## src/rtl/result_capture_unit_pkg.sv

```systemverilog
// Shared constants for the result capture unit: FSM state codes and flag bit positions.
package result_capture_unit_pkg;

  localparam logic [1:0] ST_IDLE      = 2'd0;
  localparam logic [1:0] ST_ARMED     = 2'd1;
  localparam logic [1:0] ST_TRIGGERED = 2'd2;
  localparam logic [1:0] ST_FROZEN    = 2'd3;

  // Flags arrive ordered {Z,N,C,V}.
  localparam int FLAG_Z = 3;
  localparam int FLAG_N = 2;
  localparam int FLAG_C = 1;
  localparam int FLAG_V = 0;

  function automatic int entry_width(input int data_w, input int flag_w);
    return data_w + flag_w;
  endfunction

endpackage

```

## src/rtl/result_capture_unit_fifo.sv

```systemverilog
// Synchronous first-word-fall-through FIFO; the head entry is visible combinationally.
module result_fifo
  import result_capture_unit_pkg::*;
#(
  parameter int DEPTH = 8,
  parameter int WIDTH = 12
) (
  input  logic                     clk,
  input  logic                     reset,
  input  logic                     clear,
  input  logic                     push,
  input  logic                     pop,
  input  logic [WIDTH-1:0]         wdata,
  output logic [WIDTH-1:0]         rdata,
  output logic                     full,
  output logic                     empty,
  output logic [$clog2(DEPTH):0]   level
);

  localparam int AW = $clog2(DEPTH);

  logic [WIDTH-1:0] mem_q [DEPTH];
  logic [AW-1:0]    wr_ptr_q;
  logic [AW-1:0]    rd_ptr_q;
  logic [AW:0]      count_q;
  logic             do_push;
  logic             do_pop;

  assign empty   = (count_q == '0);
  assign full    = (count_q == (AW+1)'(DEPTH));
  assign level   = count_q;
  assign do_pop  = pop & ~empty;
  // A full FIFO still accepts a write when the head leaves in the same cycle.
  assign do_push = push & (~full | do_pop);
  assign rdata   = empty ? '0 : mem_q[rd_ptr_q];

  always_ff @(posedge clk) begin
    if (do_push && !clear) begin
      mem_q[wr_ptr_q] <= wdata;
    end
  end

  always_ff @(posedge clk or negedge reset) begin
    if (!reset) begin
      wr_ptr_q <= '0;
      rd_ptr_q <= '0;
      count_q  <= '0;
    end else if (clear) begin
      wr_ptr_q <= '0;
      rd_ptr_q <= '0;
      count_q  <= '0;
    end else begin
      if (do_push) wr_ptr_q <= wr_ptr_q + AW'(1);
      if (do_pop)  rd_ptr_q <= rd_ptr_q + AW'(1);
      count_q <= count_q + (AW+1)'(do_push) - (AW+1)'(do_pop);
    end
  end

endmodule

```

## src/rtl/result_capture_unit.sv

```systemverilog
// Captures the processor result/flags stream into a FIFO, freezing a fixed number of
// samples after a flag-pattern trigger; a host drains the FIFO over valid/ready.
module result_capture_unit
  import result_capture_unit_pkg::*;
#(
  parameter int DATA_W    = 8,
  parameter int FLAG_W    = 4,
  parameter int DEPTH     = 8,
  parameter int POST_TRIG = 4,
  parameter int CNT_W     = 16
) (
  input  logic                       clk,
  input  logic                       reset,
  input  logic                       arm,
  input  logic                       clear,
  input  logic [FLAG_W-1:0]          trig_mask,
  input  logic [FLAG_W-1:0]          trig_val,
  input  logic                       in_valid,
  input  logic [DATA_W-1:0]          in_result,
  input  logic [FLAG_W-1:0]          in_flags,
  output logic                       out_valid,
  input  logic                       out_ready,
  output logic [DATA_W+FLAG_W-1:0]   out_data,
  output logic [$clog2(DEPTH):0]     level,
  output logic [1:0]                 state,
  output logic [CNT_W-1:0]           captured,
  output logic [CNT_W-1:0]           dropped,
  output logic                       triggered
);

  localparam int ENTRY_W = entry_width(DATA_W, FLAG_W);
  localparam int PW      = $clog2(POST_TRIG + 2);
  localparam logic [CNT_W-1:0] CNT_MAX = {CNT_W{1'b1}};

  logic [1:0]       state_q, state_d;
  logic [PW-1:0]    post_q, post_d;
  logic [CNT_W-1:0] captured_q, captured_d;
  logic [CNT_W-1:0] dropped_q, dropped_d;
  logic             triggered_q, triggered_d;

  logic fifo_full, fifo_empty;
  logic pop_req, offered, wr_en, drop, trig_hit;

  assign out_valid = ~fifo_empty;
  assign pop_req   = out_valid & out_ready;
  assign offered   = in_valid & ((state_q == ST_ARMED) | (state_q == ST_TRIGGERED));
  assign wr_en     = offered & (~fifo_full | pop_req);
  assign drop      = offered & fifo_full & ~pop_req;
  assign trig_hit  = offered & (state_q == ST_ARMED) & (trig_mask != '0) &
                     (((in_flags ^ trig_val) & trig_mask) == '0);

  result_fifo #(.DEPTH(DEPTH), .WIDTH(ENTRY_W)) u_fifo (
    .clk   (clk),
    .reset (reset),
    .clear (clear),
    .push  (wr_en),
    .pop   (pop_req),
    .wdata ({in_flags, in_result}),
    .rdata (out_data),
    .full  (fifo_full),
    .empty (fifo_empty),
    .level (level)
  );

  always_comb begin
    state_d     = state_q;
    post_d      = post_q;
    captured_d  = captured_q;
    dropped_d   = dropped_q;
    triggered_d = triggered_q;
    if (clear) begin
      state_d     = ST_IDLE;
      post_d      = '0;
      captured_d  = '0;
      dropped_d   = '0;
      triggered_d = 1'b0;
    end else begin
      if (wr_en && captured_q != CNT_MAX) captured_d = captured_q + CNT_W'(1);
      if (drop && dropped_q != CNT_MAX)   dropped_d  = dropped_q + CNT_W'(1);
      case (state_q)
        ST_IDLE: if (arm) state_d = ST_ARMED;
        ST_ARMED: begin
          if (trig_hit) begin
            triggered_d = 1'b1;
            if (POST_TRIG == 0) begin
              state_d = ST_FROZEN;
            end else begin
              state_d = ST_TRIGGERED;
              post_d  = PW'(POST_TRIG);
            end
          end
        end
        // Dropped samples count toward the post-trigger window as well.
        ST_TRIGGERED: begin
          if (offered) begin
            post_d = post_q - PW'(1);
            if (post_q == PW'(1)) state_d = ST_FROZEN;
          end
        end
        default: ;
      endcase
    end
  end

  always_ff @(posedge clk or negedge reset) begin
    if (!reset) begin
      state_q     <= ST_IDLE;
      post_q      <= '0;
      captured_q  <= '0;
      dropped_q   <= '0;
      triggered_q <= 1'b0;
    end else begin
      state_q     <= state_d;
      post_q      <= post_d;
      captured_q  <= captured_d;
      dropped_q   <= dropped_d;
      triggered_q <= triggered_d;
    end
  end

  assign state     = state_q;
  assign captured  = captured_q;
  assign dropped   = dropped_q;
  assign triggered = triggered_q;

endmodule

```

## config.mk

```make
export PLATFORM = sky130hd
export DESIGN_NAME = result_capture_unit
export DESIGN_NICKNAME = d
export VERILOG_FILES = /design/src/rtl/result_capture_unit_pkg.sv /design/src/rtl/result_capture_unit_fifo.sv /design/src/rtl/result_capture_unit.sv
export SDC_FILE = /design/constraint.sdc
export NUM_CORES = 1
export LEC_CHECK = 0
export ABC_CLOCK_PERIOD_IN_PS = 3700
export BUFFER_PORTS_ARGS = -buffer_cell sky130_fd_sc_hd__buf_2
export CAP_MARGIN = 5
export CORE_AREA = 2 2 165 86
export CTS_BUF_LIST = sky130_fd_sc_hd__clkbuf_8 sky130_fd_sc_hd__clkbuf_16
export DETAILED_ROUTE_END_ITERATION = 16
export DIE_AREA = 0 0 167 88
export PLACE_DENSITY = 0.69
export SLEW_MARGIN = 15
export SYNTH_ARGS = -nofsm -noshare
export SYNTH_HDL_FRONTEND = slang
export SYNTH_SLANG_ARGS = --single-unit
```

## constraint.sdc

```tcl
create_clock -name clk -period 3.7 [get_ports clk]
set_input_delay 0.37 -clock clk [delete_from_list [all_inputs] [get_ports clk]]
set_output_delay 0.37 -clock clk [all_outputs]
set_load 0.01 [all_outputs]
```

; After elaboration in Yosys (flattened, before gate mapping)
; Memory sizes are Yosys's and may differ from the RTL's.
; Cells that the tools add are included.
[classes]
n_addsub = 7
n_eq_ne = 10
muxes = 25
n_bitwise = 18
n_reduce_logical = 19
[op_table]
columns = operator, n
row1 = 2-to-1 mux 16 bit, 4
row2 = adder 16 x 1 -> 16 bit (second input constant), 2
row3 = != test 16 bit (second input constant), 2
row4 = 2-to-1 mux 3 bit, 7
row5 = 2-to-1 mux 12 bit, 1
row6 = nonzero test 2 bit, 6
row7 = AND 1 bit, 10
row8 = 2-to-1 mux 2 bit, 5
row9 = != test 3 bit (second input constant), 3
row10 = logical NOT 4 bit, 2
row11 = nonzero test 4 bit, 2
row12 = adder 3 x 1 -> 3 bit (second input constant), 2
row13 = one-hot mux 2 bit (3 select lines), 1
row14 = one-hot mux 3 bit (2 select lines), 1
row15 = 2-to-1 mux 1 bit, 5
row16 = AND reduction 5 bit, 1
row17 = adder 4 x 1 -> 4 bit, 1
row18 = AND 4 bit, 1
row19 = equality test 4 bit (second input constant), 1
row20 = 2-to-1 mux 4 bit, 1
row21 = subtractor 4 x 1 -> 4 bit, 1
row22 = bitwise XOR 4 bit, 1
row23 = equality test 3 x 1 -> 1 bit (second input constant), 1
row24 = logical AND 1 bit, 3
row25 = other kinds (11), 15
[totals]
reg_bits = 48
ramBits = 96
input_bits = 26
word_cells = 88
memories = 1
[memory_table]
columns = name, words, width, rd, rd_clocked_by_memory_dff, write_ports, line
row1 = u_fifo.mem_q, 8, 12, 1, 0, 1, result_capture_unit_fifo.sv:22  ; logic [WIDTH-1:0] mem_q [DEPTH];

; Longest topological paths before layout
[depth]
ltp_word = 9
depth_mapped = 11
depth_no_buf = 11

; Cells and area by module
; A second synthesis with hierarchy kept.
[unflattened]
hier_cells = 464
area_unflattened_um2 = 6553.8
[modules_own_cells]
columns = module, n_inst, cells_per_inst, area_per_inst_um2
row1 = result_fifo, 1, 221, 4296.6
row2 = result_capture_unit, 1, 243, 2257.2

; Worst setup path before layout
; Ideal clock, no wire load.
[synth_timing]
path_type = register to register
start = reg state_q[0] (netlist: state[0])
end = mem u_fifo.mem_q[3][0], enable pin
setup_ns = 0.417
arrival_time_ns = 2.986
t_required_ns = 3.283
setup_slack_ns = 0.297
stages_incl_launch_ff = 9
path_buffers = 1
period_less_slack_ns = 3.403
cell_sequence = dfrtp_1 > inv_1 > ha_1 > and2_1 > clkbuf_1 > o21ai_1 > inv_1 > nand2_1 > nor4b_1
[synth_between]
elab_chain_cells = 8
[synth_rtl]
columns = element, line
row1 = from (decl), result_capture_unit.sv:35  ; logic [1:0] state_q, state_d;
row2 = from (signal assigned), result_capture_unit.sv:113  ; state_q <= state_d;
row3 = equality test 2 x 1 -> 1 bit or equality test 2 bit (tied branches), result_capture_unit.sv:46  ; assign offered = in_valid & ((state_q == ST_ARMED) | (state_q == ST_TRIGGERED));
row4 = bitwise OR 1 bit *, result_capture_unit.sv:46
row5 = AND 1 bit *, result_capture_unit.sv:46
row6 = AND 1 bit *, result_capture_unit.sv:47  ; assign wr_en = offered & (~fifo_full | pop_req);
row7 = AND 1 bit *, result_capture_unit_fifo.sv:34  ; assign do_push = push & (~full | do_pop);
row8 = logical AND 1 bit *, result_capture_unit_fifo.sv:38  ; if (do_push && !clear) begin
row9 = 2-to-1 mux 1 bit *, result_capture_unit_fifo.sv:38
row10 = 2-to-1 mux 1 bit (not written as such) *, result_capture_unit_fifo.sv:39  ; mem_q[wr_ptr_q] <= wdata;
row11 = to (decl), result_capture_unit_fifo.sv:22
; Every way passes the cells marked *; elsewhere a longest branch is shown, timed or not.

; Worst setup path in the final report
[layout_timing]
start = reg u_fifo.rd_ptr_q[0]
end = out out_data[11]
[layout_between]
elab_chain_cells = 2
[layout_rtl]
columns = element, line
row1 = from (decl), result_capture_unit_fifo.sv:24  ; logic [AW-1:0] rd_ptr_q;
row2 = from (signal assigned), result_capture_unit_fifo.sv:54  ; if (do_pop) rd_ptr_q <= rd_ptr_q + AW'(1);
row3 = memory read (8 x 12 bit), -
row4 = 2-to-1 mux 12 bit, result_capture_unit_fifo.sv:35  ; assign rdata = empty ? '0 : mem_q[rd_ptr_q];
row5 = to (decl), result_capture_unit.sv:23  ; output logic [DATA_W+FLAG_W-1:0] out_data,
; No other way between the ends.

==> key figures <==
Synthesis
  • Share of the synthesized netlist area taken by xor and xnor gates: 0.03774
  • Main combinational cell family by area after synthesis: simple AND/OR/NAND/NOR gates
  • Primary FF master, synth: edfxtp_1
  • Top post-synthesis cells by area: edfxtp_1 (44%), dfrtp_1 (18%), mux4_2 (8.3%)
  • Post-synth top area share: 0.4437
  • Fraction of registers with async set or reset after synthesis: 0.3333
  • Number of enable-type register cells in the synthesized netlist: between 90 and 100
  • Post-synthesis sequential area ratio: 0.6285
  • Post-synthesis cell count: 460
  • Number of synthesis warnings: 0
  • Library cell with the largest summed area after synthesis: edfxtp_1
  • Mux contribution to synthesized area: 0.1096
  • Synthesized netlist net count: 502
  • Cell Area, Synth: 0.006497 mm²
  • Simple-gate share of the synthesized area: 0.1153
  • Yosys reg bits: ~140
  • Most frequent cell after synthesis: edfxtp_1
  • List of most frequent post-synthesis cells: edfxtp_1 (96), dfrtp_1 (48), nor2_1 (48), mux4_2 (24), nand2_1 (22)
  • Synth Area in Compound Gates: 0.05527
  • Syn avg cell area: about 14 µm²
  • Synthesized-area fraction occupied by adder cells: 0.03197
  • Netlist cell types: 55

Clocking
  • Num CTS Buffers: 17
  • Number of gates resized after cts: 0
  • Count of H-tree levels built during CTS: 4
  • TritonCTS clock tree: done
  • Clk root buf: clkbuf_16
  • Bufs on Longest Clock Path: 2
  • CTS sink cnt: approximately 140
  • Post-CTS clock slew at the launch and capture registers of the worst setup and hold paths: around 0.07 ns
  • Insertion delay of the later-clocked pin in the worst-skew pair: roughly 0.42 ns

Drt
  • Overall via count from detail_route: 4234
  • Post-DR wirelength/cell: between 15 and 20 µm
  • Number of optimization iterations in the first detailed-route pass: 5
  • Count of unresolved DRC violations after routing: 0
  • Detail-routed via count per cell: approximately 5.7
  • Initial drt markers: ~390
  • Antenna viol nets, final: 0
  • Routed Wire Length: ~15 mm

Critical path
  • Category of the worst setup path capture point: output pin
  • CP max FO: 12
  • Source of the critical timing path: u_fifo.rd_ptr_q[0]
  • WP data required: roughly 3.3 ns
  • Beginning of the worst register-to-register path: u_fifo.level[2]
  • Critical setup path kind: flip-flop to output pin
  • Data arrival, critical path: 2.45 ns
  • Kind of start point of the critical path: flip-flop

Power
  • Worst IR Drop VDD: between 0.3 and 0.4 mV
  • Leakage power total: 3.021 nW
  • Pwr per Cell Area: between 600 and 700 mW/mm²

Timing
  • Transition time at the pin with the least slew margin: approximately 0.85 ns
  • Worst setup margin: approximately 0.9 ns
  • Period utilization: 0.7616
  • Total Neg Setup Slack: 0 ns
  • Final critical path time including I/O delays and setup: 2.818 ns
  • Number of endpoints with negative hold slack in the final report: 0
  • Setup repair after global routing missed its margin: no
  • Number of failing setup endpoints in the final timing report: 0
  • FMAX: 354.9 MHz
  • Largest clock skew in the final design: ~0.013 ns
  • Worst rel slew slack: 0.4350
  • Slew Limit Fails: 0

Placement
  • Total half-perimeter wirelength after legalization and detailed placement: 10.03 mm
  • Dpl ws: 0.9308 ns
  • I/O Buffers: between 70 and 80
  • Weighted congestion reported at the end of routability-driven placement: around 0.86

Cells and area
  • Filler Cells Inserted: approximately 1000
  • Layout overhead on the synthesized area: 19.83%
  • Multi-input combinational cell area: about 0.0023 mm²
  • Number of nets in the layout: roughly 600
  • Area taken by flip-flops and latches: between 0.004 and 0.005 mm²
  • Layout cells sized above 1: 0.2857
  • N_diodes: 0

Floorplanning
  • Die outline height: 88 µm
  • Horiz. Die Dim: roughly 170 µm
  • # IOs: 78
  • Number of core rows: 30
  • Die area: 0.01470 mm²
  • Starting Density: 0.4904
  • Core area: between 0.01 and 0.015 mm²

Global route
  • Antenna violations before repair: 0
  • Tot GR Track Use: 0.2083
  • Peak-usage layer in the global routing report: met1
  • Number of global-route vias before repair: 4038
  • First-pass GRT wire length: ~23 mm
  • Global-route met2 utilization: 0.2922
  • Sum of overflow across all layers after global routing: 0
  • Met1 GRT Util: 0.3176
  • Pin count of the biggest net entering global routing: 51
  • Met3 usage: 0.06191

Min path
  • Min-delay worst type: input pin to flip-flop
  • Worst hold start: in_result[5]

Run
  • Total of max-cap violations: 0

Status
  • Outcome: finished clean
power by group:
group | switching, mW | internal, mW
combinational | 0.616 | 0.533
clock | 0.719 | 1.02
sequential | 0.108 | 1.80
cells in the final DEF, fill, tap and decap left out, types with 4 or more instances in the layout:
| cell type | synthesis | layout |
|---|---|---|
| a21oi_1 | 13 | 13 |
| and3_1 | 7 | 7 |
| buf_2 | 4 | 76 |
| buf_4 | 0 | 14 |
| clkbuf_16 | 0 | 17 |
| dfrtp_1 | 48 | 48 |
| edfxtp_1 | 96 | 96 |
| ha_1 | 15 | 15 |
| inv_1 | 18 | 18 |
| inv_6 | 0 | 4 |
| mux2i_1 | 16 | 16 |
| mux4_2 | 24 | 24 |
| nand2_1 | 22 | 22 |
| nand3_1 | 10 | 10 |
| nand4_1 | 14 | 14 |
| nor2_1 | 48 | 48 |
| nor2b_1 | 5 | 5 |
| nor3_1 | 8 | 8 |
| o211ai_1 | 7 | 7 |
| o21ai_0 | 8 | 8 |
| or3_1 | 6 | 6 |
| xnor2_1 | 12 | 12 |
| xor2_1 | 16 | 16 |
state kept, by name, indices dropped and copies added, names as in the netlist:
name and count:
state 2, post_q 3, dropped 16, u_fifo.rd_ptr_q 3, u_fifo.wr_ptr_q 3, triggered 1
u_fifo.mem_q 96, u_fifo.level 4, captured 16
stage by stage:
step	util	power (mW)	instances	area, µm²	hold WS, ns
finish	0.5876	4.795	743	7786	0.2207
floorplan	-	2.679	460	6497	0.07441
global route	0.5876	5.017	743	7786	0.2275
global placement	0.5415	3.043	710	7174	0.4977
detailed placement	0.5415	3.098	710	7174	0.5243
CTS	0.5867	4.842	742	7774	0.1845
what timing repair did:
action | CTS | global route
hold endpoints to repair | 0 | 1
buffers inserted | 0 | 0
hold buffers | 0 | 1
metal layers:
layer	vias to the layer above	wire, µm
met5	-	0
met4	0	109
met3	10	907
met2	124	6322
met1	2163	7469
li1	1937	-
logic make-up after synthesis:
family                     count (synthesis)
and+or+nand+nor                          143
AOI/OAI and AO/OA                         52
muxes                                     41
buffers and inverters                     36
DFF                                      144
adders and majority gates                 16
xor gates and xnor gates                  28
layout make-up:
type,count,area share
Sequential cell,144,0.5245
Multi-Input combinational cell,280,0.2949
Timing Repair Buffer,92,0.06621
Clock buffer,17,0.05464
Tap cell,176,0.02828
Clock inverter,15,0.02234
Inverter,19,0.009160
critical path, stage by stage (launching register included):
cell	delay, ns
dfrtp_1	0.82
buf_4	0.29
mux4_2	0.51
mux2i_1	0.19
nor2_1	0.07
buf_2	0.14
final timing paths:
| kind | end | slack [ns] | cells after the start |
|---|---|---|---|
| max | out_data[11] | 0.88 | 5 |
| min | u_fifo.mem_q[4][5] | 0.22 | 1 |
| max reg2reg | u_fifo.level[1] | 0.90 | 8 |
| min reg2reg | triggered | 0.57 | 1 |
| max in group asynchronous | state[1] | 2.75 | 2 |
| min in group asynchronous | captured[8] | 0.52 | 2 |
No activity file was read; power rests on OpenSTA's default activity.
